===== src/rtl/timekeeper_pkg.sv =====
// Shared types, field limits and time arithmetic helpers for the HH:MM:SS timekeeper.
package timekeeper_pkg;

  localparam int unsigned HH_W = 5;
  localparam int unsigned MS_W = 6;

  localparam logic [MS_W-1:0] SEC_MAX = 6'd59;
  localparam logic [MS_W-1:0] MIN_MAX = 6'd59;
  localparam logic [HH_W-1:0] HR_MAX  = 5'd23;
  localparam logic [HH_W-1:0] HR_NOON = 5'd12;

  typedef struct packed {
    logic [HH_W-1:0] hh;
    logic [MS_W-1:0] mm;
    logic [MS_W-1:0] ss;
  } time_t;

  typedef struct packed {
    logic [HH_W-1:0] hh_disp;
    logic            pm;
  } disp_t;

  // Midnight shows as 12 AM, noon as 12 PM.
  function automatic disp_t to_12h(input logic [HH_W-1:0] hh);
    disp_t r;
    if (hh == '0) begin
      r.hh_disp = HR_NOON;
      r.pm      = 1'b0;
    end else if (hh < HR_NOON) begin
      r.hh_disp = hh;
      r.pm      = 1'b0;
    end else if (hh == HR_NOON) begin
      r.hh_disp = HR_NOON;
      r.pm      = 1'b1;
    end else begin
      r.hh_disp = hh - HR_NOON;
      r.pm      = 1'b1;
    end
    return r;
  endfunction

  function automatic logic in_range(input time_t t);
    return (t.hh <= HR_MAX) && (t.mm <= MIN_MAX) && (t.ss <= SEC_MAX);
  endfunction

  function automatic logic is_last_sec(input time_t t);
    return (t.hh == HR_MAX) && (t.mm == MIN_MAX) && (t.ss == SEC_MAX);
  endfunction

  function automatic time_t inc_time(input time_t t);
    time_t r;
    r = t;
    if (t.ss == SEC_MAX) begin
      r.ss = '0;
      if (t.mm == MIN_MAX) begin
        r.mm = '0;
        r.hh = (t.hh == HR_MAX) ? '0 : t.hh + 5'd1;
      end else begin
        r.mm = t.mm + 6'd1;
      end
    end else begin
      r.ss = t.ss + 6'd1;
    end
    return r;
  endfunction

endpackage


===== src/rtl/tick_prescaler.sv =====
// Divides the system clock down to a one-cycle tick every TICKS_PER_SEC enabled cycles.
module tick_prescaler #(
  parameter int unsigned TICKS_PER_SEC = 50_000_000,
  parameter int unsigned CNT_W         = $clog2(TICKS_PER_SEC + 1)
) (
  input  logic clk,
  input  logic rst,
  input  logic en,
  input  logic clr,
  output logic tick
);

  localparam logic [CNT_W-1:0] LAST = CNT_W'(TICKS_PER_SEC - 1);

  logic [CNT_W-1:0] cnt_q;
  logic [CNT_W-1:0] cnt_d;

  assign tick = en && (cnt_q == LAST);

  // A clear restarts the second even if this cycle would have ticked.
  always_comb begin
    cnt_d = cnt_q;
    if (clr) begin
      cnt_d = '0;
    end else if (tick) begin
      cnt_d = '0;
    end else if (en) begin
      cnt_d = cnt_q + CNT_W'(1);
    end
  end

  always_ff @(posedge clk) begin
    if (rst) begin
      cnt_q <= '0;
    end else begin
      cnt_q <= cnt_d;
    end
  end

endmodule


===== src/rtl/timekeeper_hms.sv =====
// 24-hour HH:MM:SS timekeeper with internal 1 Hz prescaler, range-checked load,
// 12-hour display view, minute alarm and second/day strobes.
module timekeeper_hms
  import timekeeper_pkg::*;
#(
  parameter int unsigned TICKS_PER_SEC = 50_000_000,
  parameter int unsigned CNT_W         = $clog2(TICKS_PER_SEC + 1)
) (
  input  logic            clk,
  input  logic            rst,
  input  logic            run_en,
  input  logic            set_valid,
  input  logic [HH_W-1:0] set_hh,
  input  logic [MS_W-1:0] set_mm,
  input  logic [MS_W-1:0] set_ss,
  input  logic            mode_12h,
  input  logic            alarm_en,
  input  logic [HH_W-1:0] alarm_hh,
  input  logic [MS_W-1:0] alarm_mm,
  output logic [HH_W-1:0] hh,
  output logic [MS_W-1:0] mm,
  output logic [MS_W-1:0] ss,
  output logic [HH_W-1:0] hh_disp,
  output logic            pm,
  output logic            sec_pulse,
  output logic            day_pulse,
  output logic            alarm_hit,
  output logic            set_err
);

  time_t time_q, time_d;
  time_t set_time;
  time_t adv_time;
  disp_t disp_12h;

  logic tick;
  logic load_ok;
  logic sec_pulse_q, sec_pulse_d;
  logic day_pulse_q, day_pulse_d;
  logic alarm_hit_q, alarm_hit_d;
  logic set_err_q, set_err_d;

  assign set_time = '{hh: set_hh, mm: set_mm, ss: set_ss};
  assign load_ok  = set_valid && in_range(set_time);
  assign adv_time = inc_time(time_q);

  tick_prescaler #(
    .TICKS_PER_SEC(TICKS_PER_SEC),
    .CNT_W        (CNT_W)
  ) u_prescaler (
    .clk (clk),
    .rst (rst),
    .en  (run_en),
    .clr (load_ok),
    .tick(tick)
  );

  // An accepted load overrides a coincident tick; the alarm only fires on a tick,
  // and since adv_time is always in range an out-of-range alarm never matches.
  always_comb begin
    time_d      = time_q;
    sec_pulse_d = 1'b0;
    day_pulse_d = 1'b0;
    alarm_hit_d = 1'b0;
    set_err_d   = set_valid && !load_ok;
    if (load_ok) begin
      time_d = set_time;
    end else if (tick) begin
      time_d      = adv_time;
      sec_pulse_d = 1'b1;
      day_pulse_d = is_last_sec(time_q);
      alarm_hit_d = alarm_en && (adv_time.hh == alarm_hh) &&
                    (adv_time.mm == alarm_mm) && (adv_time.ss == '0);
    end
  end

  always_ff @(posedge clk) begin
    if (rst) begin
      time_q      <= '0;
      sec_pulse_q <= 1'b0;
      day_pulse_q <= 1'b0;
      alarm_hit_q <= 1'b0;
      set_err_q   <= 1'b0;
    end else begin
      time_q      <= time_d;
      sec_pulse_q <= sec_pulse_d;
      day_pulse_q <= day_pulse_d;
      alarm_hit_q <= alarm_hit_d;
      set_err_q   <= set_err_d;
    end
  end

  assign disp_12h = to_12h(time_q.hh);

  assign hh        = time_q.hh;
  assign mm        = time_q.mm;
  assign ss        = time_q.ss;
  assign hh_disp   = mode_12h ? disp_12h.hh_disp : time_q.hh;
  assign pm        = mode_12h && disp_12h.pm;
  assign sec_pulse = sec_pulse_q;
  assign day_pulse = day_pulse_q;
  assign alarm_hit = alarm_hit_q;
  assign set_err   = set_err_q;

endmodule


===== config.mk =====
export PLATFORM = sky130hd
export DESIGN_NAME = timekeeper_hms
export DESIGN_NICKNAME = d
export VERILOG_FILES = /design/src/rtl/timekeeper_pkg.sv /design/src/rtl/tick_prescaler.sv /design/src/rtl/timekeeper_hms.sv
export SDC_FILE = /design/constraint.sdc
export NUM_CORES = 1
export LEC_CHECK = 0
export CAP_MARGIN = 20
export CORE_ASPECT_RATIO = 2
export CORE_MARGIN = 2
export CORE_UTILIZATION = 69
export CTS_CLUSTER_DIAMETER = 80
export DETAILED_ROUTE_END_ITERATION = 10
export DONT_BUFFER_PORTS = 1
export GPL_ROUTABILITY_DRIVEN = 0
export PLACE_DENSITY = 0.85
export SETUP_SLACK_MARGIN = 0.4
export SLEW_MARGIN = 0
export SYNTH_ARGS = -nofsm -noshare
export SYNTH_HDL_FRONTEND = slang
export SYNTH_SLANG_ARGS = --single-unit

===== constraint.sdc =====
create_clock -name clk -period 4.24 [get_ports clk]
set_input_delay 0.212 -clock clk [delete_from_list [all_inputs] [get_ports clk]]
set_output_delay 0.212 -clock clk [all_outputs]
set_load 0.02 [all_outputs]

==> impl_results.rst <==
.. list-table::
   :header-rows: 1

   * - Metric
     - Value
   * - LEAKAGE
     - 1.08 nW
   * - Placed cell count
     - 434
   * - Unrepaired setup endpoints after global routing
     - false
   * - Number of warning messages in the yosys log
     - 0
   * - Worst-case vdd ir drop
     - 0.000293 V
   * - Result of the run
     - finished clean
   * - Synth top area share
     - 30.3%
   * - Number of routed nets with antenna violations
     - 0
   * - Required arrival time at the worst endpoint
     - 4480 ps
   * - Number of fillers in the final layout
     - 360
   * - Delay of the slowest cell on the worst path
     - 550 ps
   * - Number of levels the H-tree was split into
     - 2
   * - Final period util
     - 65.3%
   * - Placement Rows
     - 34
   * - Most area-consuming cells after synthesis
     - dfxtp_1 30%, nor2_1 7.6%, xnor2_1 5.6%
   * - Clock latency reported for the late side of the worst-skew pair
     - 320 ps
   * - Most frequent cell after synthesis
     - nor2_1
   * - Routed wire length
     - 7.91 mm
   * - Instance count of the mapped netlist
     - 401
   * - Detailed router's first-iteration violation count
     - 84
   * - Total CTS buffers
     - 5
   * - Internal reg-to-reg setup slack
     - 1470 ps
   * - Worst min-delay path class
     - in2reg
   * - Count of max-cap constraint violations
     - 0
   * - Max_slew headroom
     - 34.8%
   * - Post-synthesis instance area
     - 3110 µm²
   * - Cell area after layout
     - 3180 µm²
   * - Via count of the first global-routing pass
     - 2840
   * - Detailed placer's ending HPWL
     - 5.96 mm
   * - Kind of critical path
     - reg2reg
   * - Slew of the pin with the lowest slew margin
     - 978 ps
   * - GR Util met3
     - 7.12%
   * - Bufs on Longest Clock Path
     - 2
   * - Number of max-slew violations in the final report
     - 0
   * - Chip height
     - 98.9 µm
   * - Final setup violation count
     - 0
   * - Peak-usage layer in the global routing report
     - met2
   * - List of most frequent post-synthesis cells
     - 63 x nor2_1, 47 x dfxtp_1, 37 x nand2_1, 20 x xnor2_1
   * - Max Clk Rate
     - 361 MHz
   * - Root buffer cell
     - clkbuf_8
   * - Via density
     - 6.61
   * - Die Outline Area
     - 5090 µm²
   * - Cell area reported after detailed placement
     - 3090 µm²
   * - Count of endpoints failing hold in the final timing report
     - 0
   * - Number of nets at the end of the flow
     - 431
   * - Worst setup EP type
     - register
   * - Critical path arrival
     - 3010 ps
   * - Avg WL per Cell
     - 17.9 µm
   * - DRC
     - 0
   * - Post-synthesis net count
     - 444
   * - Effective utilization at floorplan
     - 71.7%
   * - Number of synthesized flops with an enable pin
     - 0
   * - Drt first pass iters
     - 4
   * - Number of port buffers
     - 0
   * - Sink Count
     - 47
   * - Sequential fraction of the synthesis area
     - 30.3%
   * - M1 GR Usage
     - 30.4%
   * - Via total after detailed routing
     - 2930
   * - Biggest area consumer among synthesized cells
     - dfxtp_1
   * - Wire length of the first global-routing pass
     - 12.6 mm
   * - Distinct cells, synth
     - 60
   * - Min-Delay Path Depth
     - 2
   * - Number of antenna violations at the first check in global routing
     - 0
   * - Clock tree from TritonCTS
     - yes
   * - Flip-flop and latch count after synthesis
     - 47
   * - Global-route usage over all layers
     - 32.2%
   * - Final worst setup slack
     - 1470 ps
   * - Number of top-level design ports
     - 61
   * - Sum Neg Setup Slack
     - 0 ps
   * - Cell chain of the critical path
     - ha_1 > nand4_4 > nor3_2 > buf_4 > nor3_1 > a2111oi_0 > nand4_1 > nor4_2
   * - Max Fanout on Critical Path
     - 14
   * - Worst Reg-to-Reg Cells
     - 8
   * - Crit start category
     - register
   * - Area delta synth->final
     - 2.37%
   * - Non-filler cells, final
     - 443
   * - Clock input transition at the sequential cells of the worst setup and hold paths
     - 100 ps
   * - Crit path max-delay cell type
     - dfxtp_1
   * - Most used flip-flop cell after synthesis
     - dfxtp_1
   * - Number of antenna cells inserted
     - 0
   * - Met2 track utilization from global routing
     - 60.4%
   * - Total power per unit cell area
     - 285 nW/µm²
   * - Overflow after GRT
     - 0
   * - Fraction of layout cells with a size suffix above 1
     - 5.66%
   * - Post-synthesis async set-or-reset flop share
     - 0%
   * - Largest net degree at the start of global routing
     - 33
   * - CORE AREA
     - 4340 µm²
   * - Horizontal die dimension
     - 51.5 µm
   * - Post-placement setup slack
     - 1490 ps
   * - Synthesized area per cell
     - 7.75 µm²
   * - Clock skew
     - 18.4 ps
   * - Total power draw
     - 0.000906 W
   * - Final min period
     - 2770 ps
metal layers:
metal,share of wire (%),up-vias
met3,6.4,25
met1,35,1369
met2,54,125
met5,0,-
met4,4.5,0
li1,-,1411
worst max-delay path, delay by kind of cell (launching register included):
kind            cells  cell delay [ps]
compound gates      1              390
flops               1              550
buf+inv             1              270
fa+ha+maj           1              410
simple gates        5             1080
final timing paths:
| kind | startpoint | end |
|---|---|---|
| setup / recovery | ss[0]$_SDFFE_PP0P_ | alarm_hit$_SDFF_PP0_ |
| hold / removal | set_ss[5] | ss[5]$_SDFFE_PP0P_ |
| setup reg to reg | ss[0]$_SDFFE_PP0P_ | alarm_hit$_SDFF_PP0_ |
| hold reg to reg | u_prescaler.cnt_q[13]$_SDFFE_PP0P_ | u_prescaler.cnt_q[13]$_SDFFE_PP0P_ |
cell type report:
cell class,instances,area [µm²],area share (%)
Multi-Input combinational cell,313,2000,62.7
Clock inverter,2,12.5,0.393
Clock buffer,6,72.6,2.28
Sequential cell,47,941,29.6
Timing Repair Buffer,3,25.0,0.786
Inverter,18,67.6,2.12
Tap cell,54,67.6,2.12
kinds of logic (layout without fill, tap and decap cells):
group,count (synthesis),after routing,share of synthesized area (%)
AND/OR/NAND/NOR,196,196,33.6
AO/OA/AOI/OAI,65,65,14.5
flip-flops,47,47,30.3
buffers and inverters,41,29,5.51
XOR/XNOR,35,35,9.86
adder cells (fa/ha/maj),9,9,3.62
multiplexers,8,8,2.66
sequential cells by signal, indices dropped and copies added (netlist names):
signal             cells
alarm_hit              1
day_pulse              1
hh                     5
mm                     6
sec_pulse              1
set_err                1
ss                     6
u_prescaler.cnt_q     26
cell usage in the layout, fill, tap and decap left out, types with 3 or more instances in the layout:
| cell | count |
|---|---|
| nand2_1 | 37 |
| nor4_1 | 10 |
| or4_1 | 3 |
| nor2_1 | 63 |
| nor3_1 | 7 |
| a31oi_1 | 4 |
| clkbuf_8 | 5 |
| nand4_1 | 13 |
| nor4_2 | 3 |
| xnor2_1 | 20 |
| inv_1 | 18 |
| mux2i_1 | 6 |
| a21oi_1 | 10 |
| o211ai_1 | 3 |
| nor2b_1 | 4 |
| nand2b_1 | 8 |
| xor2_1 | 15 |
| ha_1 | 9 |
| or3_1 | 4 |
| dfxtp_1 | 47 |
| a311oi_1 | 10 |
| nor4b_1 | 3 |
| nand3_1 | 18 |
| a211oi_1 | 7 |
| and3_1 | 6 |
| o21ai_0 | 14 |
metrics by stage:
stage               hold slack, ps  util [%]
global placement               286      71.2
finish                        39.1      73.4
global route                  31.4      73.4
floorplan                      348         -
detailed placement             288      71.2
CTS                           38.7      73.4
power by group:
group / leakage [nW] / switching, W / internal, W
Combinational: 0.660 / 0.0000749 / 0.0000480
Sequential: 0.382 / 0.0000488 / 0.000455
Clock: 0.0412 / 0.000163 / 0.000116
what timing repair did:
action,in CTS,in global routing
hold buffers,1,0
gates resized for setup,0,0
setup buffers,0,0
endpoints found under the hold margin,18,0
Power figures use the tool's default switching activity.
